**src/rtl/par2ser_stream.sv**
```systemverilog
// Parallel-to-serial word streamer: captures NUM_CH words on begin_wr and emits
// them one per accepted cycle, with a one-deep pending frame for gap-free chaining.
module par2ser_stream #(
  parameter int unsigned DATA_W = 8,
  parameter int unsigned NUM_CH = 8,
  parameter int unsigned LEN_W  = $clog2(NUM_CH + 1)
) (
  input  logic                     clk,
  input  logic                     rst,
  input  logic                     begin_wr,
  input  logic [NUM_CH*DATA_W-1:0] din,
  input  logic [LEN_W-1:0]         len,
  input  logic                     rev,
  output logic [DATA_W-1:0]        dout,
  output logic                     outen,
  input  logic                     out_ready,
  output logic                     last,
  output logic                     busy,
  output logic                     overflow
);

  localparam int unsigned IDX_W = (NUM_CH > 1) ? $clog2(NUM_CH) : 1;

  typedef logic [NUM_CH-1:0][DATA_W-1:0] buf_t;
  typedef enum logic {IDLE, SEND} state_e;

  state_e             state_q, state_d;
  buf_t               act_buf_q, act_buf_d;
  logic [IDX_W-1:0]   idx_q, idx_d;
  logic [IDX_W-1:0]   fin_q, fin_d;
  logic               rev_q, rev_d;
  buf_t               pend_buf_q, pend_buf_d;
  logic [IDX_W-1:0]   pend_first_q, pend_first_d;
  logic [IDX_W-1:0]   pend_fin_q, pend_fin_d;
  logic               pend_rev_q, pend_rev_d;
  logic               pend_valid_q, pend_valid_d;
  logic               ovf_q, ovf_d;
  logic [DATA_W-1:0]  dout_q, dout_d;
  logic               last_q, last_d;
  logic               busy_q, busy_d;

  logic [IDX_W-1:0]   in_last_idx;
  logic [IDX_W-1:0]   in_first;
  logic [IDX_W-1:0]   in_fin;
  logic               xfer;
  logic               at_last;

  // Index of the final word for a requested length (0 or oversize means full frame).
  function automatic logic [IDX_W-1:0] len_last(input logic [LEN_W-1:0] l);
    if (l == '0 || 32'(l) > NUM_CH) return IDX_W'(NUM_CH - 1);
    else                            return IDX_W'(l - 1'b1);
  endfunction

  assign in_last_idx = len_last(len);
  assign in_first    = rev ? in_last_idx : '0;
  assign in_fin      = rev ? '0 : in_last_idx;
  assign xfer        = (state_q == SEND) && out_ready;
  assign at_last     = (idx_q == fin_q);

  // State and datapath registers
  always_ff @(posedge clk) begin
    if (rst) begin
      state_q      <= IDLE;
      act_buf_q    <= '0;
      idx_q        <= '0;
      fin_q        <= '0;
      rev_q        <= 1'b0;
      pend_buf_q   <= '0;
      pend_first_q <= '0;
      pend_fin_q   <= '0;
      pend_rev_q   <= 1'b0;
      pend_valid_q <= 1'b0;
      ovf_q        <= 1'b0;
      dout_q       <= '0;
      last_q       <= 1'b0;
      busy_q       <= 1'b0;
    end else begin
      state_q      <= state_d;
      act_buf_q    <= act_buf_d;
      idx_q        <= idx_d;
      fin_q        <= fin_d;
      rev_q        <= rev_d;
      pend_buf_q   <= pend_buf_d;
      pend_first_q <= pend_first_d;
      pend_fin_q   <= pend_fin_d;
      pend_rev_q   <= pend_rev_d;
      pend_valid_q <= pend_valid_d;
      ovf_q        <= ovf_d;
      dout_q       <= dout_d;
      last_q       <= last_d;
      busy_q       <= busy_d;
    end
  end

  // Next-state: frame loading, index stepping, pending promotion and drop detection
  always_comb begin
    state_d      = state_q;
    act_buf_d    = act_buf_q;
    idx_d        = idx_q;
    fin_d        = fin_q;
    rev_d        = rev_q;
    pend_buf_d   = pend_buf_q;
    pend_first_d = pend_first_q;
    pend_fin_d   = pend_fin_q;
    pend_rev_d   = pend_rev_q;
    pend_valid_d = pend_valid_q;
    ovf_d        = 1'b0;
    case (state_q)
      IDLE: begin
        if (begin_wr) begin
          state_d   = SEND;
          act_buf_d = din;
          idx_d     = in_first;
          fin_d     = in_fin;
          rev_d     = rev;
        end
      end
      SEND: begin
        if (xfer && at_last) begin
          if (pend_valid_q) begin
            act_buf_d = pend_buf_q;
            idx_d     = pend_first_q;
            fin_d     = pend_fin_q;
            rev_d     = pend_rev_q;
            if (begin_wr) begin
              pend_buf_d   = din;
              pend_first_d = in_first;
              pend_fin_d   = in_fin;
              pend_rev_d   = rev;
            end else begin
              pend_valid_d = 1'b0;
            end
          end else if (begin_wr) begin
            act_buf_d = din;
            idx_d     = in_first;
            fin_d     = in_fin;
            rev_d     = rev;
          end else begin
            state_d = IDLE;
          end
        end else begin
          if (xfer) idx_d = rev_q ? idx_q - 1'b1 : idx_q + 1'b1;
          if (begin_wr) begin
            if (!pend_valid_q) begin
              pend_buf_d   = din;
              pend_first_d = in_first;
              pend_fin_d   = in_fin;
              pend_rev_d   = rev;
              pend_valid_d = 1'b1;
            end else begin
              ovf_d = 1'b1;
            end
          end
        end
      end
      default: state_d = IDLE;
    endcase
  end

  // Output decode from next state so every output leaves a flop
  always_comb begin
    dout_d = dout_q;
    if (state_d == SEND) dout_d = act_buf_d[idx_d];
    last_d = (state_d == SEND) && (idx_d == fin_d);
    busy_d = (state_d == SEND) || pend_valid_d;
  end

  assign dout     = dout_q;
  assign outen    = (state_q == SEND);
  assign last     = last_q;
  assign busy     = busy_q;
  assign overflow = ovf_q;

endmodule

```
**config.mk**
```make
export PLATFORM = sky130hd
export DESIGN_NAME = par2ser_stream
export DESIGN_NICKNAME = d
export VERILOG_FILES = /design/src/rtl/par2ser_stream.sv
export SDC_FILE = /design/constraint.sdc
export NUM_CORES = 1
export LEC_CHECK = 0
export CAP_MARGIN = 20
export CORE_MARGIN = 8
export CORE_UTILIZATION = 50
export CTS_CLUSTER_SIZE = 14
export DETAILED_ROUTE_END_ITERATION = 12
export PLACE_DENSITY = 0.76
export SYNTH_ARGS = -nofsm -noshare
export SYNTH_HDL_FRONTEND = slang
export SYNTH_SLANG_ARGS = --single-unit
```
**constraint.sdc**
```tcl
create_clock -name clk -period 2.2 [get_ports clk]
set_input_delay 0.33 -clock clk [delete_from_list [all_inputs] [get_ports clk]]
set_output_delay 0.33 -clock clk [all_outputs]
set_load 0.05 [all_outputs]
```
==> flow_metrics.tcl, run 1 <==
set metrics [dict create \
    outcome "finished, violations left" \
    violations "setup timing" \
    worst_setup_path_start_kind "flip-flop" \
    cts_tree "yes" \
    drv_cap 0 \
    grt_max_degree 84 \
    drc 0 \
    root_buffer "clkbuf_16" \
    post-place-cells 1124 \
    synth_cell_types 56 \
    synth_top_cell_by_area "dfxtp_1" \
    total_power_mw 9.244 \
    synthesis.instances 822 \
    drt_first_pass_iters 5 \
    reg2reg_from "idx_q[1]" \
    synth-seq-area-share_pct 46.23 \
    finClkSkew_ps 16.45 \
    setup_viol 9 \
    postLayoutCoreUtil_pct 76.89 \
    hold_slack_ps 353.5 \
    hold_violations 0 \
    grt-ovfl-total 0 \
    ant_nets 0 \
    drtIter0Drc 799 \
    antenna_found_initial 0 \
    hold_path.class "in2reg" \
    fin_crit_sh_pct 113.4 \
    cts_sinks 155 \
    synth-edff-count 0 \
    reg2reg_to "dout[6]" \
    period_needed_ps 2495 \
    fin_cells 1177 \
    ioPinCount 85 \
    die_w_um 131.9 \
    ir_worst_vdd_uv 673.5 \
    track_usage_pct 25.14 \
    vias_per_cell 6.117 \
    yosysWarnings 0 \
    p_per_area_mw_per_mm2 911.4 \
    max-clock-path-buffers 2 \
    totalWireLength_mm 24.28 \
    ys_ff_latch 155 \
    row_count 42 \
    cp-endpoint "dout[6]" \
    die_y_um 131.9 \
    cts_hold_buf 0 \
    place_congestion 0.8563 \
    fmax_mhz 400.8 \
    relSlewSlack_pct 39.63 \
    arrival_ps 2820 \
    cp_data_required_time_ps 2530 \
    antenna_cells 0 \
    avgSynthCellArea_um2 8.165 \
    reg2reg_depth 11 \
    final_layout_size_suffix_gt1_share_pct 27.67 \
    ys.flop_type "dfxtp_1" \
    clkTransAtPathRegs_ps 60 \
    cp_max_fo 13 \
    grt_pass1_vias 6955 \
    holdPathStages 4 \
    finalMaxSlewViolations 0 \
    crit_path_end_kind "flip-flop" \
    io_buffers 84 \
    rsz0062_at_grt "true" \
    leakagePower_nw 3.766 \
    synth_top_area_share_pct 46.23 \
    netlist_area_mm2 0.006711 \
    wl_per_cell_um 20.63 \
    insertion_delay_ps 430 \
    mappedNetlistNets 897 \
    rrSetupSlack_ps -300 \
    post-dp-hpwl_mm 13.85 \
    synthArstFlopShare_pct 0 \
    worstSetupStartpoint "idx_q[1]" \
    initial_core_util_pct 50.88 \
    final_nets 1063 \
    die_area_mm2 0.01739 \
    tightest_slew_ps 905.6 \
    grt_pass1_wl_mm 35.67 \
    ys_top_cells_by_count "dfxtp_1, nand2_1, nor2_1, a21oi_1, nor3_1" \
    core_area_mm2 0.01319 \
    syn2layout_area_growth_pct 51.12 \
    finalWorstSetupSlack_ps -295.2 \
    synth_area_leaders "dfxtp_1, nand2_1, a21oi_1" \
    htree_levels 4 \
    numCtsBuffers 17 \
    vias 7200 \
    crit_type "reg2reg" \
]
-- area by class of cell --
class / count / area (um^2)
repair buffers: 215 / 2130
inverters: 3 / 11.26
clock buffers: 22 / 484.2
well taps: 176 / 220.2
clock inverters: 10 / 161.4
multi-input cells: 596 / 4025
fillers: 847 / 3048
flip-flops and latches: 155 / 3110
-- cell usage in the layout (no fill, tap or decap), drive strengths merged, types with 12 or more instances in the layout --
cell type / n
or3: 23
dfxtp: 155
o21ai: 31
o32a: 24
nor3: 53
nor2: 95
nand2: 155
clkdlybuf4s50: 81
o31ai: 13
a21oi: 74
o221ai: 20
o22ai: 21
clkbuf: 27
buf: 127
mux2i: 12
-- critical path, stage by stage (launching register included) --
cell and delay [ps]:
dfxtp_2 390, buf_4 170, xnor2_4 130, nand4_4 200
a22oi_2 310, buf_4 190, buf_8 160, o221ai_1 130
buf_4 160, nor2_1 200, nor4_4 80, o31ai_2 260
-- where the power goes --
part	internal, mW	switching [mW]
Combinational	1.30	1.54
Sequential	3.07	0.139
Clock	2.02	1.17
-- state kept, by name (all words and copies together), names as in the netlist --
| signal | cells |
|---|---|
| pend_rev_q | 1 |
| busy | 1 |
| fin_q | 3 |
| pend_valid_q | 1 |
| pend_fin_q | 3 |
| pend_buf_q | 64 |
| last | 1 |
| act_buf_q | 64 |
| outen | 1 |
| overflow | 1 |
| idx_q | 3 |
| dout | 8 |
| rev_q | 1 |
| pend_first_q | 3 |
-- routing by layer --
metal / up-vias / part of all wire (%) / GRT usage (%)
li1: 3265 / - / -
met1: 3452 / 39 / 30.25
met2: 403 / 49 / 41.49
met3: 80 / 7.6 / 6.402
met4: 0 / 4.1 / 11.30
met5: - / 0 / 0
-- stage by stage --
stage / setup slack, ps / setup TNS, ps / cell area [um^2]
after CTS: -114.9 / -740.6 / 9520
after floorplan: 8.074 / 0 / 6714
after detailed placement: -676.6 / -31290 / 8427
after global placement: -617.2 / -31230 / 8427
final: -295.2 / -1663 / 10140
after global routing: -337.1 / -2342 / 10140
-- how the worst min path moves through the flow --
stage                         from        endpoint  slack, ps
finish                         rst         dout[2]        350
global route                   rst           outen        350
CTS                            rst           outen        410
detailed placement  pend_buf_q[17]  pend_buf_q[17]        440
global placement    pend_buf_q[30]  pend_buf_q[30]        440
floorplan            pend_fin_q[0]   pend_fin_q[0]        430
-- what timing repair did --
item / in CTS / in global routing
pin swaps: 18 / 32
setup endpoints to repair: 81 / 73
setup buffers: 9 / 7
gates cloned: 2 / 5
gates resized for setup: 69 / 91
-- logic make-up after synthesis --
| group | share of synthesized area [%] |
|---|---|
| mux | 1.790 |
| compound gates | 21.20 |
| flops | 46.23 |
| buf+inv | 4.735 |
| xor+xnor | 1.771 |
| fa+ha+maj | 0.4847 |
| simple gates | 23.79 |
(Power assumes the default switching activity.)
==> run 2: changes to the inputs <==
--- a/config.mk
+++ b/config.mk
@@ -7,10 +7,10 @@
 export LEC_CHECK = 0
 export CAP_MARGIN = 20
 export CORE_MARGIN = 8
-export CORE_UTILIZATION = 50
+export CORE_UTILIZATION = 57
 export CTS_CLUSTER_SIZE = 14
 export DETAILED_ROUTE_END_ITERATION = 12
-export PLACE_DENSITY = 0.76
+export PLACE_DENSITY = 0.82
 export SYNTH_ARGS = -nofsm -noshare
 export SYNTH_HDL_FRONTEND = slang
 export SYNTH_SLANG_ARGS = --single-unit
==> constraint.sdc (replaced) <==
create_clock -name clk -period 3.15 [get_ports clk]
set_input_delay 0.4725 -clock clk [delete_from_list [all_inputs] [get_ports clk]]
set_output_delay 0.4725 -clock clk [all_outputs]
set_load 0.05 [all_outputs]
==> run 2 against run 1 <==
The flow now finishes without violations. Die area is 11% lower. Clock-buffer cell count is 1 lower. Wire length is 22% lower. Hold slack better by 99 ps. Setup slack better by 630 ps. Sequential share of layout area is 7.0 points higher. Power is 42% lower. Flip-flop and latch count stayed put. Combinational power is 56% lower. Sequential power is 30% lower. Clock skew is 7.6 ps lower. Critical path type is now in2reg. Largest cell class unchanged.
==> flow_metrics.tcl, run 2 (synthesis gave the netlist of run 1 again) <==
set metrics [dict create \
    final_layout_size_suffix_gt1_share_pct 7.391 \
    antenna_cells 0 \
    p_sw_mw 1.647 \
    root_buffer "clkbuf_16" \
    tightest_slew_ps 816.4 \
    setup_viol 0 \
    swShare_pct 30.63 \
    internal_power_mw 3.730 \
    die_y_um 124.5 \
    core_area_mm2 0.01147 \
    max-clock-path-buffers 2 \
    fin_crit_sh_pct 89.34 \
    row_count 39 \
    outcome "completed" \
    hold_violations 0 \
    cts_tree "yes" \
    syn2layout_area_growth_pct 22.76 \
    crit_type "in2reg" \
    pre_cts_ws_ps -90.72 \
    relSlewSlack_pct 45.57 \
    drc 0 \
    fmax_mhz 355.4 \
    track_usage_pct 23.96 \
    worstSetupStartpoint "len[0]" \
    placed_area_mm2 0.007692 \
    hold_path.class "reg2reg" \
    p_per_area_mw_per_mm2 652.6 \
    final_nets 955 \
    htree_levels 4 \
    fill_cells 873 \
    rsz0062_at_grt "false" \
    wl_per_cell_um 18.27 \
    grt_max_degree 81 \
    antenna_found_initial 0 \
    grt-ovfl-total 0 \
    reg2reg_from "idx_q[0]" \
    place_congestion 0.8647 \
    ant_nets 0 \
    reg2reg_depth 6 \
    clkTransAtPathRegs_ps 60 \
    final_cell_mix "nand2_1, dfxtp_1, nor2_1" \
    worst_setup_path_start_kind "primary input" \
    drt_first_pass_iters 5 \
    vias 6346 \
    numCtsBuffers 17 \
    post-dp-hpwl_mm 12.67 \
    ioPinCount 85 \
    arrival_ps 3120 \
    finalWorstSetupSlack_ps 335.9 \
    drtIter0Drc 814 \
    finalMaxSlewViolations 0 \
    cp_data_required_time_ps 3450 \
    die_w_um 124.5 \
    cts_hold_buf 0 \
    grt_pass1_wl_mm 30.95 \
    crit_path_end_kind "flip-flop" \
    min_from "pend_buf_q[42]" \
    seq_power_share_pct 41.6 \
    initial_core_util_pct 58.53 \
    io_buffers 84 \
    p_clk_share_pct 35.3 \
    cp_max_fo 8 \
    vias_per_cell 6.125 \
    finClkSkew_ps 8.827 \
    grt_pass1_vias 6159 \
    holdPathStages 2 \
    drv_cap 0 \
    ir_worst_vdd_uv 546.2 \
    p_comb_share_pct 23.1 \
    post_cts_buffers 0 \
    insertion_delay_ps 420 \
    cts_resized 0 \
    die_area_mm2 0.01550 \
    leakagePower_nw 2.931 \
    final_area_mm2 0.008239 \
    totalWireLength_mm 18.93 \
    cts_sinks 155 \
    period_needed_ps 2814 \
]
## run 2: worst paths after layout
check / to / slack, ps
setup / recovery: dout[2] / 340
hold / removal: pend_buf_q[42] / 450
setup reg to reg: dout[2] / 390
hold reg to reg: pend_buf_q[42] / 450
## run 2: metal layers
metal / track usage, % / vias to the layer above / wire length [um]
met5: 0 / - / 0
met4: 9.993 / 0 / 416
met3: 4.723 / 29 / 1397
met2: 38.70 / 283 / 8973
met1: 30.54 / 2978 / 8138
li1: - / 3056 / -
## run 2: per-stage QoR
stage	hold slack (ps)	util, %	power [mW]	instances	TNS (ps)
detailed placement	447.0	67.08	3.504	1004	-359.9
floorplan	432.0	-	3.061	822	0
finish	452.2	71.85	5.377	1036	0
global route	466.7	71.85	5.601	1036	0
global placement	437.0	67.08	3.470	1004	0
CTS	455.0	71.85	5.395	1036	0
## run 2: final cells by class
type	instances	area, um^2	area share, %
multi-input cells	596	3313	40.21
flip-flops and latches	155	3103	37.66
repair buffers	107	1086	13.18
clock buffers	21	450.4	5.467
well taps	143	178.9	2.172
clock inverters	11	96.34	1.169
inverters	3	11.26	0.1367
## run 2: worst max-delay path: stages
cell,delay [ps]
clkdlybuf4s50_1,440
inv_1,70
ha_1,200
nor2b_1,290
nor3_1,120
a2bb2oi_1,150
o211ai_1,560
nand2_1,340
o32ai_1,370
o31ai_1,100
## run 2: power by group through the flow
stage	Combinational (mW)	Sequential [mW]	Clock, mW
5_1_grt	1.35	2.25	2.00
4_1_cts	1.24	2.24	1.92
3_3_place_gp	1.20	2.27	0
2_1_floorplan	0.720	2.34	0
6_report	1.24	2.24	1.90
3_5_place_dp	1.23	2.28	0
==> run 3: changes to the inputs <==
--- a/config.mk
+++ b/config.mk
@@ -10,6 +10,8 @@
 export CORE_UTILIZATION = 57
 export CTS_CLUSTER_SIZE = 14
 export DETAILED_ROUTE_END_ITERATION = 12
+export GPL_TIMING_DRIVEN = 1
+export MAX_ROUTING_LAYER = met4
 export PLACE_DENSITY = 0.82
 export SYNTH_ARGS = -nofsm -noshare
 export SYNTH_HDL_FRONTEND = slang
==> run 3 against run 2 <==
Fmax rose by 0.34%. Sequential share of layout area decreased by 0.39 points. Wire length grew 3.6%. Critical endpoint is now dout[7]. Clock skew grew 4.0 ps. Flip-flop and latch count stayed put. Design area increased by 1.0%. Core utilization increased by 0.75 points. Highest routed layer unchanged.
==> flow_metrics.tcl, run 3 (synthesis gave the netlist of run 1 again) <==
set metrics [dict create \
    initial_core_util_pct 58.53 \
    io_buffers 84 \
    grt_pass1_wl_mm 32.55 \
    post_cts_buffers 0 \
    drtIter0Drc 700 \
    vias_per_cell 6.250 \
    multi_input_area_mm2 0.003313 \
    max_stage_delay_ps 570 \
    drv_cap 0 \
    numCtsBuffers 17 \
    arrival_ps 3100 \
    htree_levels 4 \
    wl_per_cell_um 18.86 \
    finalMaxSlewViolations 0 \
    insertion_delay_ps 420 \
    grt_max_degree 89 \
    final-seq-area_mm2 0.003103 \
    vias 6500 \
    period_needed_ps 2805 \
    die_w_um 124.5 \
    cts_tree "yes" \
    tightest_slew_ps 915.9 \
    worst_setup_path_start_kind "primary input" \
    hold_slack_ps 453.3 \
    hold_violations 0 \
    setup_viol 0 \
    row_count 39 \
    outcome "completed" \
    antenna_cells 0 \
    cp_common_cell "o31ai_1" \
    total_power_mw 5.573 \
    cts_hold_buf 0 \
    p_per_area_mw_per_mm2 669.3 \
    drt_first_pass_iters 6 \
    track_usage_pct 25.96 \
    cts_resized 0 \
    crit_buf_inv 2 \
    grt-busiest-layer "met2" \
    slowest_stage "o211ai_1" \
    core_area_mm2 0.01147 \
    path_cells "clkdlybuf4s50_1 > inv_1 > ha_1 > nor2b_1 > nor3_1 > a2bb2oi_1 > o211ai_1 > nand2_1 > o31ai_1 > o31ai_1" \
    met1_usage_pct 32.22 \
    ant_nets 0 \
    finClkSkew_ps 12.80 \
    drc 0 \
    final_cell_mix "nand2_1, dfxtp_1, nor2_1" \
    relSlewSlack_pct 38.94 \
    antenna_found_initial 0 \
    die_y_um 124.5 \
    hold_path.class "reg2reg" \
    place_congestion 0.8875 \
    syn2layout_area_growth_pct 24.05 \
    cts_sinks 155 \
    leakagePower_nw 2.999 \
    fill_cells 856 \
    placed_area_mm2 0.007722 \
    crit_type "in2reg" \
    crit_path_end_kind "flip-flop" \
    grt_pass1_vias 6430 \
    cp_data_required_time_ps 3450 \
    final_layout_size_suffix_gt1_share_pct 8.027 \
    grt_util_met2_pct 40.87 \
    rsz0062_at_grt "false" \
    totalWireLength_mm 19.61 \
    max-clock-path-buffers 2 \
    grt-ovfl-total 0 \
    final_nets 959 \
    fin_crit_sh_pct 89.03 \
    fmax_mhz 356.6 \
    post-dp-hpwl_mm 13.05 \
    die_area_mm2 0.01550 \
    use_met3_pct 5.191 \
    clkTransAtPathRegs_ps 60 \
    critPathTopFamily "compound AO/OA/AOI/OAI gates" \
    root_buffer "clkbuf_16" \
    cp_max_fo 8 \
    ioPinCount 85 \
    ir_worst_vdd_uv 493.4 \
    final_area_mm2 0.008325 \
    postLayoutCoreUtil_pct 72.60 \
]
-- run 3: cell count changes in the layout (fill, tap and decap cells not counted), moves of 2 or more --
cell        delta
clkinv_4       +3
clkinvlp_4     -5
clkbuf_1       -2
clkinv_2       +2
bufinv_16      +2
buf_4          +4
-- run 3: layout make-up --
type / instances / area share [%]
Clock buffer: 20 / 5.485
Clock inverter: 12 / 1.758
Inverter: 3 / 0.1353
Multi-Input combinational cell: 596 / 39.80
Sequential cell: 155 / 37.27
Tap cell: 143 / 2.149
Timing Repair Buffer: 111 / 13.41
-- run 3: power by group --
part	switching [mW]	leakage, nW	internal (mW)
logic	0.771	1.42	0.495
clock network	0.784	0.303	1.28
registers	0.0999	1.27	2.14
-- run 3: worst reg2reg max path, cell delays in order (launching register included) --
cell     delay [ps]
dfxtp_1         500
xor2_1          190
or4_1           550
a31oi_1         310
or2_1           210
buf_12          210
mux2i_1         310
o21ai_0         120
o31ai_1         290
-- run 3: worst paths after layout --
kind,end,slack [ps],cells after the start,start
worst max-delay path,dout[7],350,10,len[0]
worst min-delay path,pend_buf_q[8],450,2,pend_buf_q[8]
worst max register to register,dout[1],370,8,idx_q[1]
worst min register to register,pend_buf_q[8],450,2,pend_buf_q[8]
-- run 3: metrics by stage --
| step | worst slack, ps | setup TNS [ps] | instances |
|---|---|---|---|
| 4_1_cts | 367.8 | 0 | 1040 |
| 3_5_place_dp | -30.96 | -108.0 | 1008 |
| 5_1_grt | 103.8 | 0 | 1040 |
| 6_report | 345.5 | 0 | 1040 |
| 3_3_place_gp | 118.2 | 0 | 1008 |
| 2_1_floorplan | 890.5 | 0 | 822 |
-- run 3: per-layer routing --
metal | share of wire (%) | routed length [um] | vias up
met3 | 6.5 | 1267 | 31
li1 | - | - | 3058
met2 | 49 | 9516 | 283
met1 | 43 | 8464 | 3128
met4 | 1.9 | 365 | 0
met5 | 0 | 0 | -
